<file path="src/rtl/multi_mode_counter_if.sv">
// Control and status bundle for multi_mode_counter.
// master drives the controls; slave is the counter.
interface multi_mode_counter_if #(
  parameter int WIDTH = 4
);
  logic             en;
  logic [2:0]       mode;
  logic [WIDTH-1:0] limit;
  logic             sat;
  logic             load;
  logic [WIDTH-1:0] load_val;
  logic [WIDTH-1:0] Cout;
  logic             tc;

  modport master (
    output en, mode, limit, sat, load, load_val,
    input  Cout, tc
  );

  modport slave (
    input  en, mode, limit, sat, load, load_val,
    output Cout, tc
  );
endinterface

</file>
<file path="src/rtl/multi_mode_counter.sv">
// Up/down counter: binary, even or odd sequences, limit,
// wrap/saturate, load and terminal-count pulse.
module multi_mode_counter #(
  parameter int WIDTH = 4
) (
  input  logic                 clk,
  input  logic                 clear,
  multi_mode_counter_if.slave  bus
);
  logic [WIDTH-1:0] cnt, cnt_n;
  logic             tc_q, tc_n;
  logic             up, dn, par_even, par_odd, bad;
  logic [WIDTH:0]   cnt_x, lim_x, hi, lo, step, nxt;

  always_comb begin
    up       = 1'b0;
    dn       = 1'b0;
    par_even = 1'b0;
    par_odd  = 1'b0;
    case (bus.mode)
      3'b000: up = 1'b1;
      3'b001: dn = 1'b1;
      3'b010: begin up = 1'b1; par_even = 1'b1; end
      3'b011: begin up = 1'b1; par_odd  = 1'b1; end
      3'b100: begin dn = 1'b1; par_even = 1'b1; end
      3'b101: begin dn = 1'b1; par_odd  = 1'b1; end
      default: ;
    endcase
  end

  // Bounds and step carried in WIDTH+1 bits so full scale never aliases
  always_comb begin
    lim_x = {1'b0, bus.limit};
    cnt_x = {1'b0, cnt};
    hi    = lim_x;
    lo    = '0;
    step  = {{WIDTH{1'b0}}, 1'b1};
    if (par_even) begin
      hi   = {lim_x[WIDTH:1], 1'b0};
      step = {{(WIDTH-1){1'b0}}, 2'b10};
    end
    if (par_odd) begin
      lo   = {{WIDTH{1'b0}}, 1'b1};
      step = {{(WIDTH-1){1'b0}}, 2'b10};
      if (bus.limit[0])
        hi = lim_x;
      else if (bus.limit == '0)
        hi = {{WIDTH{1'b0}}, 1'b1};
      else
        hi = lim_x - {{WIDTH{1'b0}}, 1'b1};
    end
    bad = (par_even && cnt[0]) || (par_odd && !cnt[0])
       || (cnt_x > hi) || (cnt_x < lo);
  end

  always_comb begin
    cnt_n = cnt;
    tc_n  = 1'b0;
    nxt   = cnt_x;
    if (bus.load) begin
      cnt_n = bus.load_val;
    end else if (bus.en && (up || dn)) begin
      if (bad) begin
        nxt = up ? lo : hi;
      end else if (up) begin
        if (cnt_x < hi) begin
          nxt = cnt_x + step;
        end else begin
          tc_n = 1'b1;
          if (!bus.sat) nxt = lo;
        end
      end else begin
        if (cnt_x > lo) begin
          nxt = cnt_x - step;
        end else begin
          tc_n = 1'b1;
          if (!bus.sat) nxt = hi;
        end
      end
      cnt_n = nxt[WIDTH-1:0];
    end
  end

  always_ff @(posedge clk or posedge clear) begin
    if (clear) begin
      cnt  <= '0;
      tc_q <= 1'b0;
    end else begin
      cnt  <= cnt_n;
      tc_q <= tc_n;
    end
  end

  assign bus.Cout = cnt;
  assign bus.tc   = tc_q;
endmodule
</file>
<file path="src/flat_wrapper.sv">
// flat-port wrapper written by rule: the top's interface ports become plain ports
module multi_mode_counter_flat 
#(
  parameter int WIDTH = 4
)
  (clk, clear, bus_en, bus_mode, bus_limit, bus_sat, bus_load, bus_load_val, bus_Cout, bus_tc);
  multi_mode_counter_if #(.WIDTH(WIDTH)) bus_i ();
  input  logic clk;
  input  logic clear;
  input wire logic [$bits(bus_i.en)-1:0] bus_en;
  input wire logic [$bits(bus_i.mode)-1:0] bus_mode;
  input wire logic [$bits(bus_i.limit)-1:0] bus_limit;
  input wire logic [$bits(bus_i.sat)-1:0] bus_sat;
  input wire logic [$bits(bus_i.load)-1:0] bus_load;
  input wire logic [$bits(bus_i.load_val)-1:0] bus_load_val;
  output wire logic [$bits(bus_i.Cout)-1:0] bus_Cout;
  output wire logic [$bits(bus_i.tc)-1:0] bus_tc;
  assign bus_i.en = bus_en;
  assign bus_i.mode = bus_mode;
  assign bus_i.limit = bus_limit;
  assign bus_i.sat = bus_sat;
  assign bus_i.load = bus_load;
  assign bus_i.load_val = bus_load_val;
  assign bus_Cout = bus_i.Cout;
  assign bus_tc = bus_i.tc;
  multi_mode_counter #(.WIDTH(WIDTH)) u_core (.clk(clk), .clear(clear), .bus(bus_i));
endmodule
</file>
<file path="config.mk">
export PLATFORM = sky130hd
export DESIGN_NAME = multi_mode_counter_flat
export DESIGN_NICKNAME = d
export VERILOG_FILES = /design/src/rtl/multi_mode_counter_if.sv /design/src/rtl/multi_mode_counter.sv /design/src/flat_wrapper.sv
export SDC_FILE = /design/constraint.sdc
export NUM_CORES = 1
export LEC_CHECK = 0
export ABC_CLOCK_PERIOD_IN_PS = 4400
export BUFFER_PORTS_ARGS = -buffer_cell sky130_fd_sc_hd__buf_2
export CAP_MARGIN = 20
export CORE_ASPECT_RATIO = 1.2
export CORE_MARGIN = 3
export CORE_UTILIZATION = 39
export CTS_CLUSTER_SIZE = 25
export DETAILED_ROUTE_END_ITERATION = 10
export HOLD_SLACK_MARGIN = 0.03
export SKIP_LAST_GASP = 1
export SYNTH_ARGS = -nofsm -noshare
export SYNTH_HDL_FRONTEND = slang
export SYNTH_SLANG_ARGS = --single-unit
</file>
<file path="constraint.sdc">
create_clock -name clk -period 4.4 [get_ports clk]
set_input_delay 0.22 -clock clk [delete_from_list [all_inputs] [get_ports clk]]
set_output_delay 0.22 -clock clk [all_outputs]
set_load 0.05 [all_outputs]
</file>
# Word level (Yosys, flattened, before mapping)
# Index checks and enable logic that the tools add are counted.
# classes
add_sub_neg	3
multipliers	0
div_mod_pow	0
magnitude_cmp	4
n_eq_ne	7
shift	0
mux	26
n_bitwise	0
reduce_logical	16
# ops
op	count
$mux W4	9
$mux W5	3
$mux W1	12
$eq A3 B2 Y1 const B	2
$eq A3 B3 Y1 const B	2
$reduce_or A3 Y1	2
$gt A4 B5 Y1	1
$lt A4 B5 Y1	1
$ne A5 B1 Y1 const B	1
$ne A5 B5 Y1 const B	1
$sub A4 B1 Y5 const B	1
$add A4 B2 Y4	1
$gt A4 B1 Y1	1
$logic_not A4 Y1	1
$logic_or A1 B1 Y1	4
$lt A4 B1 Y1	1
$mux W2	2
$reduce_or A2 Y1	2
$sub A4 B2 Y4	1
$eq A3 B1 Y1 const B	1
$logic_and A1 B1 Y1	3
$logic_not A3 Y1	1
$reduce_and A3 Y1	1
$reduce_bool A2 Y1	1
$logic_not A1 Y1	1
# totals
register_bits	5
latchBits	0
ram_bits	0
rom_bits	0
inputBits	16
output_inout_bits	5
elab_cells	58
n_memories	0

# Logic depth before layout (Yosys ltp)
# depth
depth_word	11
depth_mapped	14

# Least setup slack after synthesis
# No wires, ideal clock.
# synth_path
kind	in2reg
from	input port bus_mode[2]
to	register u_core.cnt[3], in the netlist u_core.bus.Cout[3]
t_arrival_ps	2604
required_ps	4271
path_slack_ps	1667
stages	14
n_path_buf	2
cell_sequence	buf_6 xor2_4 nand2_1 nor2_1 mux2i_1 ha_1 a21oi_2 o21ai_4 buf_2 a21oi_2 o21ai_4 o32ai_4 a22o_1 a21oi_2
# synth_between
elab_chain_cells	11
word_cells_on_any_way	44
# synth_rtl
element	line_no	rtl
start, declared	flat_wrapper.sv:11	input wire logic [$bits(bus_i.mode)-1:0] bus_mode;
$eq A3 B2 Y1 or $eq A3 B3 Y1 (tied branches)	multi_mode_counter.sv:20	case (bus.mode)
$reduce_or A2 Y1 (no line)	n/a	
$mux W1	multi_mode_counter.sv:20	
$mux W2 or $mux W1 (tied branches)	multi_mode_counter.sv:38	if (par_even) begin
$mux W2 or $mux W5 (tied branches)	multi_mode_counter.sv:42	if (par_odd) begin
$sub A4 B2 Y4, or another cell as far along	multi_mode_counter.sv:74	nxt = cnt_x - step;
$mux W4, or another cell as far along	multi_mode_counter.sv:73	if (cnt_x > lo) begin
$mux W4 or $logic_or A1 B1 Y1 (tied branches)	multi_mode_counter.sv:65, multi_mode_counter.sv:53	
$mux W4	multi_mode_counter.sv:63	if (bad) begin
$mux W4	multi_mode_counter.sv:62	end else if (bus.en && (up || dn)) begin
$mux W4	multi_mode_counter.sv:60	if (bus.load) begin
end signal, assigned	multi_mode_counter.sv:89	cnt <= cnt_n;
end, declared	multi_mode_counter.sv:10	logic [WIDTH-1:0] cnt, cnt_n;
# Several ways; a longest one is shown, not always the timed one. The select of a mux whose other input is x is not followed.
# A chain may end at the register's enable or synchronous reset.

# Worst setup path in the final report
# layout_path
from	input port bus_mode[2]
to	register u_core.cnt[1], in the netlist u_core.bus.Cout[1]
# The elaborated chain is that of the path after synthesis.

==> flow_summary.ini <==
[timing]
fin_crit_sh_pct = 63.8
totalNegativeSetupSlack_ns = 0
timing.max_slew.rel_slack_pct = 67.1
maxSlewViolCount = 0
setup_viol_count_final = 0
holdWs_ns = 0.283
tightestPinTransition_ns = 0.493
final-hold-violation-count = 0
rsz0062_at_grt = false
timing.fmax_ghz = 0.356
finalWorstPathRequiredPeriod_ns = 2.81
final.setup_skew_ns = 0.0000892
finalWorstSetupSlack_ns = 1.59

[place]
preCtsSetupSlack_ns = 1.36
place_hpwl_um = 2010
port-buffer-count = 20
gp_routability_congestion = 0.916
detailed_place.area_um2 = 1120

[worst_setup_path]
ff2ff_path_depth = 8
worst-path-max-fanout = 12
critical-path-top-delay-family = compound AO/OA/AOI/OAI gates
worst_r2r_startpoint = u_core.bus.Cout[2]
slowest_stage = sky130_fd_sc_hd__maj3_1
path_cells = buf_2 > xor2_4 > nand2_1 > nor2_1 > mux2i_1 > ha_1 > a21oi_2 > o21ai_4 > maj3_1 > nor2_1 > o32ai_4 > o31a_1
worstSetupStartpoint = bus_mode[2]
setup.worst_path.class = primary input to flop
timing.critical_path.mode_cell = sky130_fd_sc_hd__nor2_1
minimum_setup_slack_among_reg_to_reg_paths_ns = 1.96
max_stage_delay_on_crit_path_ns = 0.40
rr_endpoint = u_core.bus.Cout[2]
endpoint_type_of_the_worst_setup_path = flop
timing.critical_path.required_ns = 4.53
critical_path.n_buffers_inverters = 1
cp.arrival_ns = 2.94
setup.worst_path.start_class = primary input

[die]
floorplan.die_area_um2 = 3360
initial_util_pct = 41.2
top_level_ports = 21
rows = 20
dieHeight_um = 62.9
design.core.area_um2 = 2550
fp.dieW_um = 53.4

[clocking]
cts_sinks = 5
worstSkewPairLatency_ns = 0.25
cts_setup_buffers = 0
cts_max_path_buffers = 2
cts_tree = built
total_cts_buffers = 3
clk_pin_slew_ns = 0.04
cts_root_buffer = sky130_fd_sc_hd__clkbuf_4
cts_hold_repair.buffers = 1
cts-htree-levels = 1
count_of_instances_resized_after_the_clock_tree_is_built = 0

[yosys]
flip_flop_and_latch_count_after_synthesis = 5
synth_area_per_cell_um2 = 8.16
netlist_area_um2 = 1050
ys_async_sr_fraction_pct = 100
post_synth_num_cell_types = 47
yosysWarningCount = 0
yosysSeqAreaShare_pct = 11.9
syn-instance-count = 129
postSynth.topFlopCell = sky130_fd_sc_hd__dfrtp_1
syn-num-nets = 156
synth_edf_count = 0

[pwr]
power_uw = 436
power.ir.vdd_worst_mv = 0.152
static_leakage_uw = 0.000491
power_density_of_the_placed_cells_nw_per_um2 = 377

[min_path]
hold_path_depth = 3
holdPathEnd = u_core.bus.Cout[0]
hold_path_startpoint = bus_load_val[0]
path_class_of_the_lowest_slack_min_delay_path = primary input to flop

[drt]
num_vias = 1034
drc = 0
final_antenna_net_count = 0
wire_per_inst_um = 14.4
drt-total-wl_um = 2580
detailedRoute.firstIterationViolations = 32
drt-vias-per-instance = 5.78
drt_first_pass_iters = 5

[global_route]
grt_use_total_pct = 17.5
grt_antenna_before_repair = 0
grt_max_degree = 14
grt_pass1_vias = 955
grt_first_pass_wirelength_um = 4420
grt_remaining_overflow = 0

[final_layout]
multiInputGateArea_um2 = 810
mostFrequentLayoutCells = sky130_fd_sc_hd__buf_2, sky130_fd_sc_hd__nor2_1, sky130_fd_sc_hd__inv_1
final_common_cell = sky130_fd_sc_hd__buf_2
synthToLayoutAreaGrowth_pct = 9.99
final_layout_size_suffix_gt1_share_pct = 23.3
finish.net_count = 174
nFillCells = 268
final_cell_area_um2 = 1160
area.sequential_um2 = 125
num_antenna_cells = 0

[run]
max_cap_violations = 0

[status]
status = finished clean
-- worst max path at each step --
stage	cells after the start	endpoint	slack [ns]
2_1_floorplan	14	u_core.bus.Cout[3]	1.67
3_3_place_gp	13	u_core.bus.Cout[2]	1.42
3_5_place_dp	12	u_core.bus.Cout[1]	1.36
4_1_cts	12	u_core.bus.Cout[1]	1.61
5_1_grt	13	u_core.bus.Cout[2]	1.30
6_report	12	u_core.bus.Cout[1]	1.59
-- registers in the layout (all words and copies together) (netlist names) --
name	flops
u_core.bus.tc	1
u_core.bus.Cout	4
-- cell usage after synthesis, types with 2 or more instances --
cell | number | area [um^2]
sky130_fd_sc_hd__a2111oi_0 | 2 | 17.5
sky130_fd_sc_hd__a211oi_1 | 2 | 15.0
sky130_fd_sc_hd__a21oi_1 | 8 | 40.0
sky130_fd_sc_hd__a21oi_2 | 3 | 26.3
sky130_fd_sc_hd__buf_2 | 2 | 10.0
sky130_fd_sc_hd__buf_6 | 4 | 45.0
sky130_fd_sc_hd__dfrtp_1 | 5 | 125
sky130_fd_sc_hd__fa_1 | 2 | 40.0
sky130_fd_sc_hd__ha_1 | 9 | 113
sky130_fd_sc_hd__inv_1 | 12 | 45.0
sky130_fd_sc_hd__mux2i_1 | 3 | 30.0
sky130_fd_sc_hd__nand2_1 | 5 | 18.8
sky130_fd_sc_hd__nand3b_1 | 3 | 22.5
sky130_fd_sc_hd__nor2_1 | 17 | 63.8
sky130_fd_sc_hd__nor2b_1 | 4 | 25.0
sky130_fd_sc_hd__nor3_1 | 9 | 45.0
sky130_fd_sc_hd__o211ai_1 | 2 | 15.0
sky130_fd_sc_hd__o21ai_0 | 3 | 15.0
sky130_fd_sc_hd__o21ai_4 | 2 | 32.5
sky130_fd_sc_hd__o22ai_1 | 2 | 12.5
sky130_fd_sc_hd__o31a_1 | 2 | 17.5
sky130_fd_sc_hd__o31ai_1 | 2 | 15.0
sky130_fd_sc_hd__xor2_1 | 2 | 17.5
-- kinds of logic after synthesis --
| logic type | after synthesis | share of synthesized area (%) |
|---|---|---|
| simple gates | 46 | 21.9 |
| compound gates | 39 | 31.6 |
| buf+inv | 20 | 11.2 |
| fa+ha+maj | 12 | 15.5 |
| flops | 5 | 11.9 |
| xor+xnor | 4 | 5.11 |
| mux | 3 | 2.85 |
-- layer usage --
metal | share of wire (%) | GRT usage, % | vias up
met4 | 2.7 | 6.07 | 0
met1 | 41 | 23.1 | 483
li1 | - | - | 497
met3 | 7.5 | 4.06 | 9
met5 | 0 | 0 | -
met2 | 48 | 27.3 | 45
-- power breakdown --
part	internal, uW	switching (uW)	total (uW)
combinational	110	189	299
clock	34.4	20.3	54.7
sequential	55.4	26.9	82.3
total	200	236	436
-- worst reg2reg max path: cells and delay by family (launching register included) --
family,cells,cell delay (ns)
AO/OA/AOI/OAI,6,1.42
flip-flops,1,0.47
AND/OR/NAND/NOR,1,0.10
adder cells (fa/ha/maj),1,0.38
-- metrics by stage --
stage	cells	utilization, %
6_report	179	45.3
5_1_grt	179	45.3
4_1_cts	179	45.3
3_5_place_dp	174	43.9
3_3_place_gp	174	43.9
2_1_floorplan	129	-
-- final cells by class --
cell class              instances  share of cell area (%)
well taps                      33                    3.57
repair buffers                 21                    9.51
clock buffers                   4                    2.27
multi-input cells             104                    69.9
flip-flops and latches          5                    10.8
inverters                      12                    3.89
Note: power is estimated with default switching activity, not from simulation.
